**src/rtl/id_ex_stage_pkg.sv**
```systemverilog
// Shared pipeline constants, ALU opcodes and the ID/EX bundle used by the
// ID/EX register and its forwarding selectors.
package id_ex_stage_pkg;

  localparam int XLEN = 32;
  localparam int RW   = 5;

  localparam logic [3:0] ALU_ADD = 4'b0000;
  localparam logic [3:0] ALU_SUB = 4'b0001;
  localparam logic [3:0] ALU_AND = 4'b0010;
  localparam logic [3:0] ALU_OR  = 4'b0011;
  localparam logic [3:0] ALU_SLT = 4'b0100;
  localparam logic [3:0] ALU_MUL = 4'b1000;

  typedef struct packed {
    logic            valid;
    logic [RW-1:0]   rs1;
    logic [RW-1:0]   rs2;
    logic [RW-1:0]   rd;
    logic [XLEN-1:0] rdata1;
    logic [XLEN-1:0] rdata2;
    logic [XLEN-1:0] imm;
    logic            use_imm;
    logic [3:0]      aluop;
    logic            regwrite;
    logic            memread;
    logic            memwrite;
  } idex_t;

  // A producer only forwards if it writes a register other than x0.
  function automatic logic fwd_hit(input logic we, input logic [RW-1:0] rd,
                                   input logic [RW-1:0] rs);
    return we && (rd != '0) && (rd == rs);
  endfunction

endpackage

```
**src/rtl/id_ex_stage_fwd_mux.sv**
```systemverilog
// Forwarding selector for one ALU source operand; EX/MEM beats MEM/WB.
module fwd_mux
  import id_ex_stage_pkg::*;
(
  input  logic [RW-1:0]   rs,
  input  logic [XLEN-1:0] rdata,
  input  logic [RW-1:0]   exmem_rd,
  input  logic            exmem_regwrite,
  input  logic [XLEN-1:0] exmem_result,
  input  logic [RW-1:0]   memwb_rd,
  input  logic            memwb_regwrite,
  input  logic [XLEN-1:0] memwb_result,
  output logic [XLEN-1:0] value
);

  always_comb begin
    value = rdata;
    if (fwd_hit(exmem_regwrite, exmem_rd, rs)) begin
      value = exmem_result;
    end else if (fwd_hit(memwb_regwrite, memwb_rd, rs)) begin
      value = memwb_result;
    end
  end

endmodule

```
**src/rtl/id_ex_stage.sv**
```systemverilog
// ID/EX pipeline register with load-use bubble insertion, hold/flush handling
// and operand forwarding feeding the ALU.
module id_ex_stage
  import id_ex_stage_pkg::*;
(
  input  logic            clk,
  input  logic            rst,
  input  logic            id_valid,
  input  logic [RW-1:0]   id_rs1,
  input  logic [RW-1:0]   id_rs2,
  input  logic [RW-1:0]   id_rd,
  input  logic [XLEN-1:0] id_rdata1,
  input  logic [XLEN-1:0] id_rdata2,
  input  logic [XLEN-1:0] id_imm,
  input  logic            id_use_imm,
  input  logic [3:0]      id_aluop,
  input  logic            id_regwrite,
  input  logic            id_memread,
  input  logic            id_memwrite,
  input  logic            flush,
  input  logic            hold,
  input  logic [RW-1:0]   exmem_rd,
  input  logic            exmem_regwrite,
  input  logic [XLEN-1:0] exmem_result,
  input  logic [RW-1:0]   memwb_rd,
  input  logic            memwb_regwrite,
  input  logic [XLEN-1:0] memwb_result,
  output logic            id_stall,
  output logic            ex_valid,
  output logic [XLEN-1:0] ex_a,
  output logic [XLEN-1:0] ex_b,
  output logic [3:0]      ex_aluop,
  output logic [RW-1:0]   ex_rd,
  output logic            ex_regwrite,
  output logic            ex_memread,
  output logic            ex_memwrite,
  output logic [XLEN-1:0] ex_store_data
);

  idex_t           ex_q;
  idex_t           id_bundle;
  logic            load_use;
  logic [XLEN-1:0] fwd_a;
  logic [XLEN-1:0] fwd_b;

  assign id_bundle = '{valid: id_valid, rs1: id_rs1, rs2: id_rs2, rd: id_rd,
                       rdata1: id_rdata1, rdata2: id_rdata2, imm: id_imm,
                       use_imm: id_use_imm, aluop: id_aluop,
                       regwrite: id_regwrite, memread: id_memread,
                       memwrite: id_memwrite};

  // A load in EX cannot feed the very next instruction; rs2 only matters
  // when operand b actually comes from the register file.
  always_comb begin
    load_use = 1'b0;
    if (ex_q.valid && ex_q.memread && (ex_q.rd != '0) && id_valid) begin
      load_use = (ex_q.rd == id_rs1) || (!id_use_imm && (ex_q.rd == id_rs2));
    end
  end

  assign id_stall = load_use || hold;

  // While held, operands are re-latched post-forwarding so a producer that
  // retires from MEM/WB during the hold does not take its value with it.
  always_ff @(posedge clk or posedge rst) begin
    if (rst) begin
      ex_q <= '0;
    end else if (flush) begin
      ex_q.valid    <= 1'b0;
      ex_q.regwrite <= 1'b0;
      ex_q.memread  <= 1'b0;
      ex_q.memwrite <= 1'b0;
    end else if (hold) begin
      ex_q.rdata1 <= fwd_a;
      ex_q.rdata2 <= fwd_b;
    end else if (load_use) begin
      ex_q.valid    <= 1'b0;
      ex_q.regwrite <= 1'b0;
      ex_q.memread  <= 1'b0;
      ex_q.memwrite <= 1'b0;
    end else begin
      ex_q <= id_bundle;
    end
  end

  fwd_mux u_fwd_a (
    .rs             (ex_q.rs1),
    .rdata          (ex_q.rdata1),
    .exmem_rd       (exmem_rd),
    .exmem_regwrite (exmem_regwrite),
    .exmem_result   (exmem_result),
    .memwb_rd       (memwb_rd),
    .memwb_regwrite (memwb_regwrite),
    .memwb_result   (memwb_result),
    .value          (fwd_a)
  );

  fwd_mux u_fwd_b (
    .rs             (ex_q.rs2),
    .rdata          (ex_q.rdata2),
    .exmem_rd       (exmem_rd),
    .exmem_regwrite (exmem_regwrite),
    .exmem_result   (exmem_result),
    .memwb_rd       (memwb_rd),
    .memwb_regwrite (memwb_regwrite),
    .memwb_result   (memwb_result),
    .value          (fwd_b)
  );

  assign ex_valid      = ex_q.valid;
  assign ex_a          = fwd_a;
  assign ex_b          = ex_q.use_imm ? ex_q.imm : fwd_b;
  assign ex_store_data = fwd_b;
  assign ex_aluop      = ex_q.aluop;
  assign ex_rd         = ex_q.rd;
  assign ex_regwrite   = ex_q.regwrite;
  assign ex_memread    = ex_q.memread;
  assign ex_memwrite   = ex_q.memwrite;

endmodule

```
**config.mk**
```make
export PLATFORM = sky130hd
export DESIGN_NAME = id_ex_stage
export DESIGN_NICKNAME = d
export VERILOG_FILES = /design/src/rtl/id_ex_stage_pkg.sv /design/src/rtl/id_ex_stage_fwd_mux.sv /design/src/rtl/id_ex_stage.sv
export SDC_FILE = /design/constraint.sdc
export NUM_CORES = 1
export LEC_CHECK = 0
export BUFFER_PORTS_ARGS = -buffer_cell sky130_fd_sc_hd__buf_4
export CAP_MARGIN = 30
export CORE_ASPECT_RATIO = 1.2
export CORE_UTILIZATION = 45
export DETAILED_ROUTE_END_ITERATION = 10
export PLACE_DENSITY_LB_ADDON = 0.15
export SLEW_MARGIN = 25
export SYNTH_ARGS = -nofsm -noshare
export SYNTH_HDL_FRONTEND = slang
export SYNTH_HIERARCHICAL = 1
export SYNTH_SLANG_ARGS = --single-unit
```
**constraint.sdc**
```tcl
create_clock -name clk -period 10.82 [get_ports clk]
set_clock_uncertainty 0.2 [all_clocks]
set_input_delay 0 -clock clk [delete_from_list [all_inputs] [get_ports clk]]
set_output_delay 0 -clock clk [all_outputs]
set_load 0.05 [all_outputs]
```
==> results.sh, run 1 <==
export IMPL_run_status="completed"
export IMPL_gp_congestion=0.9630
export IMPL_min_period_over_period_pct=39.22
export IMPL_syn_area_per_cell_um2=9.297
export IMPL_final_antenna_net_count=0
export IMPL_worstMarginPinSlew_ps=914.3
export IMPL_reg2reg_from="ex_rd[3]"
export IMPL_portBuffers=309
export IMPL_cts_sinks=120
export IMPL_wl_mm=37.90
export IMPL_synth_seq_cells=120
export IMPL_fin_setup_tns_ps=0
export IMPL_drc_errors=0
export IMPL_grt_pass1_vias=10240
export IMPL_hold_class="in2reg"
export IMPL_hold_viol_final=0
export IMPL_drv_cap=0
export IMPL_clock_tree_root_cell="clkbuf_16"
export IMPL_yosysSeqAreaShare_pct=34.69
export IMPL_track_usage_pct=38.23
export IMPL_routedWlPerCell_um=24.30
export IMPL_ctsResizeCount=0
export IMPL_synth_distinct_cells=37
export IMPL_ys_flop_type="dfrtp_1"
export IMPL_overflow=0
export IMPL_syn_inst=931
export IMPL_cts_made_buffers=17
export IMPL_clk_pin_slew_ps=60
export IMPL_synth_top_cell_by_area="dfrtp_1"
export IMPL_path_delay_family="buffers and inverters"
export IMPL_clock_latency_ps=420
export IMPL_synth_cell_area_um2=8656
export IMPL_crit_slowest_cell="or2_2"
export IMPL_dp_hpwl_mm=23.39
export IMPL_rr_worst_depth=7
export IMPL_postPlaceCellArea_um2=10880
export IMPL_cpPeakStageDelay_ps=700
export IMPL_fmaxAchievable_mhz=235.7
export IMPL_synth_top_area_share_pct=34.69
export IMPL_critPathMaxFanout=67
export IMPL_critical_path_class="reg2reg"
export IMPL_drv_slew=0
export IMPL_area_growth_pct=48.22
export IMPL_synth_area_top_cells="dfrtp_1 (35%), o211ai_1 (7.6%), mux2_1 (6.8%)"
export IMPL_arrival_ps=4350
export IMPL_synth_edff_count=0
export IMPL_r2r_end="ex_q[76]"
export IMPL_p_leak_nw=5.134
export IMPL_fp_dieW_um=128.6
export IMPL_initialDrtViolationCount=1372
export IMPL_design_area_um2=12830
export IMPL_final_common_cell="buf_4"
export IMPL_first_pass_iters=6
export IMPL_antenna_found_initial=1
export IMPL_synth_warnings=6
export IMPL_post_route_min_period_ps=4243
export IMPL_drive_gt1_share_pct=31.70
export IMPL_rsz0062_at_grt="no"
export IMPL_vias=10230
export IMPL_layout_nets=1491
export IMPL_setup_viol_count_final=0
export IMPL_dieArea_um2=19800
export IMPL_ioPinCount=310
export IMPL_viasPerCell=6.557
export IMPL_cp_startpoint="ex_rd[3]"
export IMPL_async_flop_share_pct=100.0
export IMPL_cts_tree="done"
export IMPL_p_per_area_nw_per_um2=161.1
export IMPL_final_cell_mix="buf_4 (336), dlygate4sd3_1 (139), dfrtp_1 (120)"
export IMPL_peakVddDrop_mv=0.1195
export IMPL_crit_end="ex_q[76]"
export IMPL_cts_buffer_depth=2
export IMPL_synth_fp_nets=1131
export IMPL_path_buf_inv=3
export IMPL_cts_htree_levels=4
export IMPL_postCtsHoldBufs=139
export IMPL_place_inst=1388
export IMPL_slew_headroom_pct=39.04
export IMPL_path_common_cell="buf_4"
export IMPL_core_area_um2=18860
export IMPL_grt_max_degree=71
export IMPL_die_y_um=153.9
export IMPL_crit_cells=7
export IMPL_startpoint_type="flip-flop"
export IMPL_num_rows=55
export IMPL_required_ps=10920
export IMPL_cts_setup_buffers=0
export IMPL_grt_pass1_wl_mm=58.03
export IMPL_final_cells=1560
export IMPL_end_kind="flip-flop"
export IMPL_crit_path_cell_trace="or4_1 -> o2111ai_4 -> buf_4 -> or2_2 -> buf_4 -> o211ai_1 -> dlygate4sd3_1"
export IMPL_initial_core_util_pct=45.91
export IMPL_reg2reg_slack_ps=6580
-- synthesized netlist by cell type, drive strengths merged (2+ instances only) --
cell type / instances
and2: 4
nor4: 67
mux2: 84
o31ai: 64
nand4: 64
or2: 3
o21a: 3
xor2: 10
a32o: 2
dfrtp: 120
o211ai: 88
or3: 2
a21oi: 2
or4: 3
o21ai: 2
buf: 47
a22oi: 65
nand3: 4
nand2b: 25
nor2: 6
clkbuf: 88
xnor2: 16
o311ai: 40
inv: 41
and3: 2
nand2: 9
o22ai: 2
a31oi: 64
-- metal layers --
layer	vias up	share of wire (%)	global-route usage, %
li1	4451	-	-
met1	4931	37	46.32
met2	716	48	63.99
met3	131	9.8	8.316
met4	0	5.2	18.21
met5	-	0	0
-- where the power goes --
group	switching, W	total, W	internal (W)
clock	0.000224	0.000544	0.000320
sequential	0.0000521	0.000566	0.000514
combinational	0.000626	0.000956	0.000330
total	0.000902	0.00207	0.00116
-- final cells by class --
type,instances,area [um2]
Fill cell,1552,6026
Multi-Input combinational cell,635,4878
Inverter,41,158.9
Timing Repair Buffer,476,3919
Tap cell,256,320.3
Sequential cell,120,3003
Antenna cell,1,2.502
Clock inverter,11,101.3
Clock buffer,20,446.7
-- metrics by stage --
| stage | util (%) | hold WS (ps) | total power [W] | setup WS [ps] |
|---|---|---|---|---|
| 2_1_floorplan | - | -65.30 | 0.001171 | 7434 |
| 3_3_place_gp | 57.71 | -46.43 | 0.001450 | 7190 |
| 4_1_cts | 68.00 | 1.255 | 0.002053 | 6645 |
| 6_report | 68.04 | 8.528 | 0.002066 | 6577 |
| 3_5_place_dp | 57.72 | -39.78 | 0.001461 | 7150 |
| 5_1_grt | 68.04 | 48.94 | 0.002137 | 6428 |
-- tightest hold or removal path: stages --
cell      delay, ps
buf_4            90
nor4_1           40
a31oi_1         250
a22oi_1         110
o311ai_1         90
-- kinds of logic after synthesis --
family | Yosys count | synth area share [%]
AOI/OAI and AO/OA | 333 | 28.79
xor gates and xnor gates | 26 | 2.631
buffers and inverters | 176 | 9.425
DFF | 120 | 34.69
muxes | 84 | 10.93
and+or+nand+nor | 192 | 13.53
-- worst min-delay path by stage --
stage,from,endpoint,slack (ps),cells past startpoint
5_1_grt,memwb_result[29],ex_q[101],50,5
3_5_place_dp,rst,ex_q[13],-40,2
2_1_floorplan,id_aluop[0],ex_aluop[0],-70,1
4_1_cts,exmem_result[0],ex_q[40],1,5
6_report,exmem_result[0],ex_q[40],9,5
3_3_place_gp,rst,ex_q[13],-50,2
-- state kept, by name (all words and copies together), names as in the netlist --
name	count
ex_aluop	4
ex_memread	1
ex_memwrite	1
ex_q	107
ex_rd	5
ex_regwrite	1
ex_valid	1
Power figures use the tool's default switching activity.
==> run 2: changes to the inputs <==
- clock period: 10.82 -> 4.3 ns (I/O delays scaled with it)
==> run 2 against run 1 <==
Count of clock-buffer cells in the layout fell by 1; clock power rose to 2.7 times the previous value; first-iteration DRC count fell by 14%; highest routed layer is now met5; sequential power rose to 2.5 times the previous value; total power rose to 2.6 times the previous value; maximum frequency rose by 19%; the flow now finishes with violations (negative hold slack).
==> results.sh, run 2 (synthesis gave the netlist of run 1 again) <==
export IMPL_final_antenna_net_count=0
export IMPL_die_y_um=153.9
export IMPL_largest_register="ex_q"
export IMPL_routedWlPerCell_um=23.83
export IMPL_arrival_ps=3670
export IMPL_cts_setup_buffers=0
export IMPL_wl_mm=37.43
export IMPL_cpPeakStageDelay_ps=590
export IMPL_gp_congestion=0.9110
export IMPL_fin_setup_tns_ps=0
export IMPL_required_ps=4410
export IMPL_first_pass_iters=8
export IMPL_slew_headroom_pct=34.96
export IMPL_p_leak_nw=5.225
export IMPL_crit_slowest_cell="or4_1"
export IMPL_place_inst=1392
export IMPL_cts_buffer_depth=2
export IMPL_clock_latency_ps=440
export IMPL_final_common_cell="buf_4"
export IMPL_postCtsHoldBufs=142
export IMPL_drv_slew=0
export IMPL_initial_core_util_pct=45.91
export IMPL_path_buf_inv=3
export IMPL_startpoint_type="flip-flop"
export IMPL_dieArea_um2=19800
export IMPL_path_delay_family="buffers and inverters"
export IMPL_vias=10290
export IMPL_clock_tree_root_cell="clkbuf_16"
export IMPL_setup_viol_count_final=0
export IMPL_setup_slack_ps=744.9
export IMPL_critical_path_class="reg2reg"
export IMPL_fmaxAchievable_mhz=281.3
export IMPL_portBuffers=309
export IMPL_final_cell_mix="buf_4 (339), dlygate4sd3_1 (143), dfrtp_1 (120)"
export IMPL_largest_register_ffs=107
export IMPL_failed_checks="negative hold slack"
export IMPL_core_area_um2=18860
export IMPL_final_util_pct=68.98
export IMPL_track_usage_pct=37.61
export IMPL_fp_dieW_um=128.6
export IMPL_drv_cap=0
export IMPL_initialDrtViolationCount=1178
export IMPL_cts_tree="done"
export IMPL_min_period_over_period_pct=82.68
export IMPL_grt_max_degree=96
export IMPL_ctsResizeCount=0
export IMPL_end_kind="flip-flop"
export IMPL_clk_pin_slew_ps=60
export IMPL_pre_cts_slack_ps=1332
export IMPL_peakVddDrop_mv=0.2798
export IMPL_worstMarginPinSlew_ps=973.2
export IMPL_area_growth_pct=50.26
export IMPL_final_cells=1571
export IMPL_ioPinCount=310
export IMPL_drive_gt1_share_pct=32.12
export IMPL_grt_pass1_vias=10150
export IMPL_viasPerCell=6.549
export IMPL_cts_sinks=120
export IMPL_p_per_area_nw_per_um2=409.6
export IMPL_cts_made_buffers=17
export IMPL_run_status="finished with violations"
export IMPL_post_route_min_period_ps=3555
export IMPL_layout_nets=1501
export IMPL_dp_hpwl_mm=23.93
export IMPL_rsz0062_at_grt="no"
export IMPL_cts_htree_levels=4
export IMPL_critPathMaxFanout=40
export IMPL_num_rows=55
export IMPL_whs_ps=-8.798
export IMPL_hold_viol_final=1
export IMPL_drc_errors=0
export IMPL_antenna_found_initial=2
export IMPL_grt_pass1_wl_mm=56.99
export IMPL_hold_class="in2reg"
export IMPL_crit_path_cell_trace="or4_1 -> o2111ai_4 -> buf_4 -> or2_2 -> buf_12 -> o211ai_1 -> dlygate4sd3_1"
export IMPL_overflow=0
==> run 2: layer usage <==
| metal | vias up | routed length [um] | GRT usage [%] | share of wire, % |
|---|---|---|---|---|
| met2 | 677 | 18130 | 61.98 | 48 |
| li1 | 4466 | - | - | - |
| met3 | 131 | 3410 | 7.655 | 9.1 |
| met1 | 5013 | 14050 | 46.19 | 38 |
| met4 | 2 | 1826 | 19.27 | 4.9 |
| met5 | - | 13 | 0 | 0.035 |
==> run 2: metrics by stage <==
| step | cell area [um2] | total power, W |
|---|---|---|
| 4_1_cts | 12940 | 0.005283 |
| 3_5_place_dp | 10930 | 0.003683 |
| 5_1_grt | 13010 | 0.005509 |
| 3_3_place_gp | 10920 | 0.003651 |
| 6_report | 13010 | 0.005327 |
| 2_1_floorplan | 8656 | 0.002947 |
==> run 2: cell type report <==
cell class	count	area, um2
fill	1550	5849
multi-input combinational	635	4878
timing repair buffer	486	4046
sequential	120	3003
clock buffer	19	452.9
tap	256	320.3
inverter	41	158.9
clock inverter	13	143.9
antenna	1	2.502
==> run 2: worst paths after layout <==
path	to	cells past startpoint	slack [ps]	from
setup reg to reg	ex_q[83]	7	740	ex_rd[3]
hold reg to reg	ex_q[26]	1	280	ex_q[26]
setup / recovery	ex_q[83]	7	740	ex_rd[3]
min in group asynchronous	ex_q[13]	4	480	rst
max in group asynchronous	ex_q[102]	5	2660	rst
hold / removal	ex_q[85]	5	-9	exmem_result[13]
==> run 2: worst register-to-register path, delay by kind of cell, from the launching register on <==
| family | cells | cell delay, ps |
|---|---|---|
| buffers and inverters | 3 | 1200 |
| AND/OR/NAND/NOR | 2 | 1180 |
| flip-flops | 1 | 440 |
| AO/OA/AOI/OAI | 2 | 410 |
==> run 2: where the power goes <==
part | switching [W] | total, W | internal, W
Clock | 0.000591 | 0.00148 | 0.000888
Combinational | 0.00158 | 0.00243 | 0.000848
Sequential | 0.000130 | 0.00142 | 0.00129
Total | 0.00230 | 0.00533 | 0.00303
==> run 3: changes to the inputs <==
- clock period: 4.3 -> 3.5 ns (I/O delays scaled with it)
==> run 3 against run 2 <==
The flow now finishes without violations; worst setup slack got worse by 600 ps; clock power is 24% higher; utilization hardly changed; critical path depth is 1 higher; sequential power rose by 23%; cell count increased by 0.25%; routed wire length increased by 2.6%; via count rose by 0.43%; register-to-register slack worse by 600 ps; first-iteration DRC count is 0.85% lower.
==> results.sh, run 3 (synthesis gave the netlist of run 1 again) <==
export IMPL_run_status="completed"
export IMPL_initial_core_util_pct=45.91
export IMPL_fin_setup_tns_ps=0
export IMPL_slew_headroom_pct=37.50
export IMPL_grt_pass1_wl_mm=58.48
export IMPL_power_frac_comb_pct=45.6
export IMPL_initialDrtViolationCount=1168
export IMPL_final_common_cell="buf_4"
export IMPL_fp_dieW_um=128.6
export IMPL_arrival_ps=3510
export IMPL_gp_congestion=0.9150
export IMPL_largest_register_ffs=107
export IMPL_path_delay_family="compound AO/OA/AOI/OAI gates"
export IMPL_drc_errors=0
export IMPL_vias=10330
export IMPL_p_per_area_nw_per_um2=505.7
export IMPL_hold_class="in2reg"
export IMPL_ioPinCount=310
export IMPL_hold_viol_final=0
export IMPL_worstMarginPinSlew_ps=937.5
export IMPL_path_buf_inv=2
export IMPL_whs_endpoint="ex_q[92]"
export IMPL_end_kind="flip-flop"
export IMPL_reg2reg_slack_ps=140
export IMPL_cts_made_buffers=17
export IMPL_drv_cap=0
export IMPL_grt_max_degree=110
export IMPL_clkPwrFrac_pct=27.8
export IMPL_track_usage_pct=38.45
export IMPL_clock_latency_ps=420
export IMPL_overflow=0
export IMPL_layout_nets=1504
export IMPL_clock_tree_root_cell="clkbuf_16"
export IMPL_min_period_over_period_pct=95.86
export IMPL_portBuffers=309
export IMPL_setup_viol_count_final=0
export IMPL_rsz0062_at_grt="no"
export IMPL_r2r_end="ex_q[103]"
export IMPL_cts_buffer_depth=2
export IMPL_wl_mm=38.39
export IMPL_final_cell_mix="buf_4 (347), dlygate4sd3_1 (141), dfrtp_1 (120)"
export IMPL_required_ps=3660
export IMPL_switchingPower_w=0.002859
export IMPL_p_leak_nw=5.219
export IMPL_first_pass_iters=6
export IMPL_viasPerCell=6.561
export IMPL_fmaxAchievable_mhz=298.0
export IMPL_startpoint_type="flip-flop"
export IMPL_cpPeakStageDelay_ps=600
export IMPL_cts_tree="done"
export IMPL_antenna_found_initial=2
export IMPL_peakVddDrop_mv=0.4557
export IMPL_dp_hpwl_mm=24.18
export IMPL_core_area_um2=18860
export IMPL_critPathMaxFanout=12
export IMPL_final_util_pct=69.02
export IMPL_hp_start="exmem_result[20]"
export IMPL_cts_htree_levels=4
export IMPL_p_int_w=0.003723
export IMPL_swShare_pct=43.44
export IMPL_area_growth_pct=50.36
export IMPL_p_seq_share_pct=26.5
export IMPL_die_y_um=153.9
export IMPL_cts_sinks=120
export IMPL_rr_worst_depth=8
export IMPL_drive_gt1_share_pct=32.65
export IMPL_whs_path_depth=5
export IMPL_routedWlPerCell_um=24.37
export IMPL_final_antenna_net_count=0
export IMPL_clk_pin_slew_ps=70
export IMPL_crit_path_cell_trace="nor4_1 -> o21a_1 -> buf_4 -> o31ai_1 -> a31oi_1 -> a22oi_1 -> o311ai_1 -> dlygate4sd3_1"
export IMPL_largest_register="ex_q"
export IMPL_grt_pass1_vias=10290
export IMPL_num_rows=55
export IMPL_cts_setup_buffers=0
export IMPL_crit_slowest_cell="dlygate4sd3_1"
export IMPL_critical_path_class="reg2reg"
export IMPL_dieArea_um2=19800
export IMPL_post_route_min_period_ps=3355
export IMPL_reg2reg_from="ex_q[116]"
export IMPL_drv_slew=0
[run 3: worst max-delay path by stage]
stage | start | end | slack (ps) | cells after the start
final | ex_q[116] | ex_q[103] | 140 | 8
after global routing | ex_q[116] | ex_q[103] | 20 | 8
after CTS | ex_q[117] | ex_q[94] | 250 | 8
after detailed placement | ex_q[116] | ex_q[79] | 740 | 7
after global placement | exmem_rd[0] | ex_b[20] | 460 | 7
after floorplan | rst | ex_aluop[0] | 110 | 1
[run 3: power by group through the flow]
stage	Sequential [W]	Combinational, W	Clock (W)
3_3_place_gp	0.00176	0.00276	0
2_1_floorplan	0.00173	0.00189	0
3_5_place_dp	0.00176	0.00279	0
5_1_grt	0.00177	0.00313	0.00189
6_report	0.00175	0.00300	0.00183
4_1_cts	0.00174	0.00295	0.00183
[run 3: final cells by class]
type | instances | area [um2]
sequential | 120 | 3003
clock inverter | 13 | 145.1
timing repair buffer | 489 | 4036
antenna | 2 | 5.005
multi-input combinational | 635 | 4891
fill | 1545 | 5841
clock buffer | 19 | 452.9
inverter | 41 | 161.4
tap | 256 | 320.3
[run 3: worst register-to-register path, stage by stage, from the launching register on]
cell	delay, ps
dfrtp_1	440
nor4_1	470
o21a_1	580
buf_4	310
o31ai_1	110
a31oi_1	330
a22oi_1	110
o311ai_1	140
dlygate4sd3_1	600
[run 3: what timing repair did]
| action | CTS | global route |
|---|---|---|
| endpoints found under the setup margin | 0 | 3 |
| hold endpoints to repair | 227 | 0 |
| hold buffers | 141 | 0 |
| resized for setup | 0 | 2 |
[run 3: per-stage QoR]
stage / instances / instance area (um2) / worst slack, ps / total power, W / hold WS [ps]
2_1_floorplan: 931 / 8656 / 114.2 / 0.003620 / -65.30
3_3_place_gp: 1400 / 10980 / 464.4 / 0.004514 / 15.77
3_5_place_dp: 1400 / 10990 / 737.3 / 0.004548 / 20.64
4_1_cts: 1573 / 13000 / 246.4 / 0.006524 / 0.1026
5_1_grt: 1573 / 13010 / 17.92 / 0.006786 / 46.56
6_report: 1575 / 13020 / 144.7 / 0.006582 / 12.70
[run 3: per-layer routing]
| layer | part of all wire [%] | vias to the layer above | wire length [um] | track usage [%] |
|---|---|---|---|---|
| met3 | 9.9 | 140 | 3819 | 7.794 |
| met4 | 4.6 | 2 | 1784 | 18.99 |
| met2 | 48 | 766 | 18420 | 63.58 |
| met5 | 0.039 | - | 15 | 0 |
| li1 | - | 4486 | - | - |
| met1 | 37 | 4939 | 14340 | 47.37 |
